## config.mk

```make
export PLATFORM = sky130hd
export DESIGN_NAME = jpeg_coef_block_sequencer
export DESIGN_NICKNAME = d
export VERILOG_FILES = /design/src/rtl/jpeg_pkg.sv /design/src/rtl/jpeg_coef_block_sequencer.sv
export SDC_FILE = /design/constraint.sdc
export NUM_CORES = 2
export LEC_CHECK = 0
export CAP_MARGIN = 30
export CORE_MARGIN = 2
export CORE_UTILIZATION = 40
export DETAILED_ROUTE_END_ITERATION = 10
export SLEW_MARGIN = 40
export SYNTH_ARGS = -nofsm -noshare
export SYNTH_HDL_FRONTEND = slang
export SYNTH_SLANG_ARGS = --single-unit
```

## constraint.sdc

```tcl
create_clock -name clk -period 166.4 [get_ports clk]
set_input_delay 16.64 -clock clk [delete_from_list [all_inputs] [get_ports clk]]
set_output_delay 16.64 -clock clk [all_outputs]
set_load 0.05 [all_outputs]
```

## src/rtl/jpeg_pkg.sv

```systemverilog
// Shared constants for the JPEG coefficient block sequencer.
package jpeg_pkg;

  localparam int BLK_COEFS = 64;
  localparam int BLK_POS_W = 7;

  localparam int WIDTH_DEF = 16;
  localparam int RUNW_DEF  = 4;

  localparam logic [0:0] ST_FILL = 1'b0;
  localparam logic [0:0] ST_FULL = 1'b1;

endpackage

```

## src/rtl/jpeg_coef_block_sequencer.sv

```systemverilog
// Expands run-length coefficient symbols into a zigzag-ordered 64-word block and
// hands finished blocks downstream; assembly buffer and output register form a double buffer.
module jpeg_coef_block_sequencer
  import jpeg_pkg::*;
#(
  parameter int WIDTH = WIDTH_DEF,
  parameter int RUNW  = RUNW_DEF
) (
  input  logic                       clk,
  input  logic                       rst,
  input  logic                       coef_valid,
  output logic                       coef_ready,
  input  logic [RUNW-1:0]            coef_run,
  input  logic [WIDTH-1:0]           coef_data,
  input  logic                       coef_eob,
  output logic                       blk_valid,
  input  logic                       blk_ready,
  output logic [WIDTH*BLK_COEFS-1:0] blk_data,
  output logic                       blk_err,
  output logic                       busy
);

  logic [0:0]                 state;
  logic                       ready_en;
  logic [WIDTH-1:0]           abuf [BLK_COEFS];
  logic [BLK_POS_W-1:0]       pos;
  logic [BLK_POS_W-1:0]       tgt;
  logic                       aerr;
  logic                       accept;
  logic                       in_range;
  logic                       wr;
  logic                       ovf;
  logic                       done;
  logic                       o_free;
  logic                       load;
  logic [WIDTH*BLK_COEFS-1:0] a_next;

  assign coef_ready = ready_en && (state == ST_FILL);
  assign accept     = coef_valid && coef_ready;

  // 7-bit target position: pos+run never wraps, so overflow is a plain compare
  assign tgt      = pos + BLK_POS_W'(coef_run);
  assign in_range = tgt < BLK_POS_W'(BLK_COEFS);
  assign wr       = accept && !coef_eob && in_range;
  assign ovf      = accept && !coef_eob && !in_range;
  assign done     = accept && (coef_eob || ovf || (wr && tgt == BLK_POS_W'(BLK_COEFS - 1)));

  assign o_free = !blk_valid || blk_ready;
  assign load   = ((state == ST_FILL) && done && o_free) ||
                  ((state == ST_FULL) && blk_ready);

  assign busy = (pos != '0) || (state == ST_FULL);

  // Assembly contents including the write of the current symbol
  always_comb begin
    a_next = '0;
    for (int k = 0; k < BLK_COEFS; k++) begin
      if (wr && (tgt == BLK_POS_W'(k)))
        a_next[k*WIDTH +: WIDTH] = coef_data;
      else
        a_next[k*WIDTH +: WIDTH] = abuf[k];
    end
  end

  always_ff @(posedge clk or posedge rst) begin
    if (rst) begin
      state     <= ST_FILL;
      ready_en  <= 1'b0;
      pos       <= '0;
      aerr      <= 1'b0;
      blk_valid <= 1'b0;
      blk_data  <= '0;
      blk_err   <= 1'b0;
      for (int k = 0; k < BLK_COEFS; k++)
        abuf[k] <= '0;
    end else begin
      ready_en <= 1'b1;
      for (int k = 0; k < BLK_COEFS; k++)
        abuf[k] <= load ? '0 : a_next[k*WIDTH +: WIDTH];

      if (load) begin
        blk_data  <= a_next;
        blk_err   <= aerr | ovf;
        blk_valid <= 1'b1;
        pos       <= '0;
        aerr      <= 1'b0;
        state     <= ST_FILL;
      end else begin
        if (blk_ready)
          blk_valid <= 1'b0;
        if (wr)
          pos <= tgt + BLK_POS_W'(1);
        if (ovf)
          aerr <= 1'b1;
        // Completion while the output is still occupied parks the block in A
        if (done)
          state <= ST_FULL;
      end
    end
  end

endmodule
```

==> impl_summary.log <==
[metrics] Synth-to-Final Area Change: 23.8%
[metrics] final cell area excluding filler cells: 105000 um2
[metrics] highest attainable clock frequency: approximately 42 MHz
[metrics] total wirelength of the detailed-routed design: 257000 um
[metrics] largest fanout on the critical path: 85
[metrics] share of the core filled with cells in the final layout: 0.498
[metrics] antenna violations before repair: 15
[metrics] hold slack final: 0.513 ns
[metrics] number of sinks driven by the clock tree: 2060
[metrics] max-slew headroom at the worst pin: 0.384
[metrics] number of fill cells in the layout: around 19k
[metrics] post-route ant nets: 0
[metrics] area enclosed by the die boundary: ~210000 um2
[metrics] number of buffers inserted to repair setup after CTS: 0
[metrics] Initial Utilization: 0.402
[metrics] CP dominant cell by count: sky130_fd_sc_hd__buf_6
[metrics] Warnings, synthesis: 0
[metrics] Async S/R FF share, synth: 1.00
[metrics] post-synthesis cell type count: 64
[metrics] area after detailed placement: 97100 um2
[metrics] CTS tree: done
[metrics] average detailed-routed wire length per instance: 23.9 um
[metrics] crit-path leading delay family: buffers and inverters
[metrics] post-route clock skew: approximately 0.066 ns
[metrics] worst endpoint data arrival time: 24.52 ns
[metrics] most frequent cells after synthesis: 2060 x sky130_fd_sc_hd__dfrtp_1, 2052 x sky130_fd_sc_hd__mux2i_1, 1042 x sky130_fd_sc_hd__nor2_1
[metrics] row count: approximately 170
[metrics] minimum period implied by the final worst setup slack: 23.76 ns
[metrics] crit end category: register
[metrics] cts bufs inserted: 213
[metrics] overall routing resource usage: 0.237
[metrics] crit-path cells: clkdlybuf4s50_1 -> ha_1 -> fa_1 -> nor4b_2 -> a41o_1 -> o31a_2 -> nand3_2 -> a31oi_4 -> buf_6 -> buf_6 -> buf_6 -> buf_6 -> buf_6 -> mux2i_1
[metrics] number of enable-type register cells in the synthesized netlist: 0
[metrics] max-capacitance violation count: 0
[metrics] Mapped Cells: 6799
[metrics] RSZ-0062 raised after global routing: false
[metrics] area fraction of the dominant cell type after synthesis: 0.611
[metrics] start-to-end type of the worst setup path: in2reg
[metrics] setup_tns: 0 ns
[metrics] fin crit share: 0.143
[metrics] Slew @ Worst Pin: 0.924 ns
[metrics] category of the worst setup path launch point: input port
[metrics] detailed-route via count: 52.8k
[metrics] sequential-to-total area share from yosys stat: 0.611
[metrics] maximum root-to-sink buffer count: 3
[metrics] CP required: 167.16 ns
[metrics] share of cells above drive strength 1: 0.0710
[metrics] Post-Syn Area per Cell: 12.4 um2
[metrics] half-perimeter wire length after detailed placement: 166000 um
[metrics] worst supply voltage drop on vdd: a little over 0.000009 V
[metrics] number of synthesized register bits: 2060
[metrics] Largest stage delay, worst path: ~0.88 ns
[metrics] Post-CTS Resized: 0
[metrics] net count reported at finish: 7766
[metrics] Pwr Density: 12.3 nW/um2
[metrics] result of the run: complete, no violations
[metrics] Main synth FF type: sky130_fd_sc_hd__dfrtp_1
[metrics] die height: 463 um
[metrics] number of buffers inserted for hold repair after clock tree synthesis: 0
[metrics] leading cell types by total area after synthesis: sky130_fd_sc_hd__dfrtp_1 61%, sky130_fd_sc_hd__mux2i_1 24%, sky130_fd_sc_hd__nor2_1 4.6%, sky130_fd_sc_hd__inv_1 4.6%, sky130_fd_sc_hd__buf_6 1.3%
[metrics] largest net degree at the start of global routing: 161
[metrics] Critical Path Slowest Stage Cell: sky130_fd_sc_hd__a31oi_4
[metrics] grt ovf: 0
[metrics] Worst Path Buf+Inv: 6
[metrics] Synth area leader: sky130_fd_sc_hd__dfrtp_1
[metrics] Post-route DRC: 0
[metrics] master cell of the clock root buffer: sky130_fd_sc_hd__clkbuf_16
[metrics] I/O Buffers: around 1.1k
[metrics] Die Width: around 460 um
[metrics] type of the tightest min-delay check: reg2reg
[metrics] I/O pin count: between 1k and 1.5k
[metrics] Clk pin slew, worst setup/hold paths: ~0.060 ns
[metrics] number of levels the H-tree was split into: 4
[metrics] most common cell in the synthesized netlist: sky130_fd_sc_hd__dfrtp_1
[metrics] GP Congestion: between 0.8 and 0.9
[metrics] final hold violation count: 0
[metrics] number of iterations in the first detailed-routing pass: 5
[metrics] net count of the mapped netlist: 6833
[metrics] detailed-route vias per instance: 4.92
[metrics] Leakage: approximately 0.052 uW
[metrics] clk_lat worst skew: a little under 0.9 ns
[metrics] Post-Syn Area: 84400 um2
[metrics] total of endpoints with negative setup slack in the final report: 0
[metrics] placeable core area: 210000 um2
[metrics] number of global-route vias before repair: 53.7k
[metrics] total count of max-transition violations in the final report: 0
[metrics] initial drt markers: approximately 4.1k
[metrics] wire length of the first global-routing pass: 376000 um
[layout make-up]
cell class | instances | area, um2 | area share
sequential | 2060 | 51500 | 0.493
multi-input combinational | 3260 | 26500 | 0.253
timing repair buffer | 1165 | 11800 | 0.113
clock buffer | 330 | 6430 | 0.0615
inverter | 1032 | 3890 | 0.0372
tap | 2805 | 3510 | 0.0336
clock inverter | 67 | 798 | 0.00764
antenna | 11 | 27.5 | 0.000263
[metrics by stage]
stage               worst slack, ns  power (uW)  std cells
floorplan                     91.57         718       6799
global placement             140.58         796      10305
detailed placement           141.84         805      10317
CTS                          142.74        1290      10714
global route                 142.18        1330      10724
finish                       142.64        1280      10730
[worst paths after layout]
| kind | depth (start not counted) | slack, ns | to | from |
|---|---|---|---|---|
| setup / recovery | 14 | 142.64 | blk_data[776]$_DFFE_PP0P_ | coef_run[0] |
| hold / removal | 2 | 0.51 | abuf[654]$_DFF_PP0_ | abuf[654]$_DFF_PP0_ |
| setup reg to reg | 13 | 158.46 | blk_data[776]$_DFFE_PP0P_ | pos[0]$_DFFE_PP0P_ |
| hold reg to reg | 2 | 0.51 | abuf[654]$_DFF_PP0_ | abuf[654]$_DFF_PP0_ |
| max in group asynchronous | 12 | 144.02 | abuf[485]$_DFF_PP0_ | rst |
| min in group asynchronous | 2 | 16.23 | blk_data[739]$_DFFE_PP0P_ | rst |
[layer usage]
layer | routed length, um | share of wire | GRT usage
met5 | 0 | 0 | 0
met4 | 9720 | 0.038 | 0.0869
met3 | 14100 | 0.055 | 0.0483
met2 | 116000 | 0.45 | 0.364
met1 | 117000 | 0.45 | 0.332
[cell usage in the layout, fill, tap and decap left out, drive strengths merged, types with 2 or more instances in the layout]
cell type / n
dfrtp: 2060
mux2i: 2052
nor2: 1043
inv: 1038
clkdlybuf4s50: 1035
clkbuf: 330
buf: 130
clkinv: 47
nand4: 39
nor3: 18
nand2: 14
diode: 11
bufinv: 9
ha: 8
a21oi: 6
and4: 6
a211oi: 6
clkinvlp: 5
nand3: 5
and2: 5
a211o: 5
nand4b: 4
xnor2: 4
nor4: 4
or3: 4
nor4b: 3
o21ai: 3
or2: 2
a41o: 2
nor2b: 2
a2111oi: 2
o31a: 2
o211ai: 2
a31oi: 2
[report_power, final]
part | internal, uW | switching, uW | leakage (uW) | total [uW]
clock network | 281 | 207 | 0.00356 | 487
logic | 67.9 | 167 | 0.0198 | 235
registers | 534 | 24.9 | 0.0286 | 559
total | 882 | 399 | 0.0520 | 1280
[sequential cells by signal (all words and copies together) (netlist names)]
name,count
pos,7
blk_err,1
blk_valid,1
aerr,1
ready_en,1
abuf,1024
blk_data,1024
state,1
[kinds of logic after synthesis]
family	synth area share
flops	0.611
mux	0.243
buf+inv	0.0788
simple gates	0.0609
compound gates	0.00434
fa+ha+maj	0.00142
xor+xnor	0.000608
other cells	0.0000444
[worst register-to-register path, delay by kind of cell, from the launching register on]
| kind | cells | cell delay, ns |
|---|---|---|
| multiplexers | 1 | 0.35 |
| flip-flops | 1 | 0.42 |
| adder cells (fa/ha/maj) | 2 | 0.81 |
| AND/OR/NAND/NOR | 2 | 1.18 |
| AO/OA/AOI/OAI | 3 | 1.67 |
| buffers and inverters | 5 | 3.44 |
Note: power is estimated with default switching activity, not from simulation.
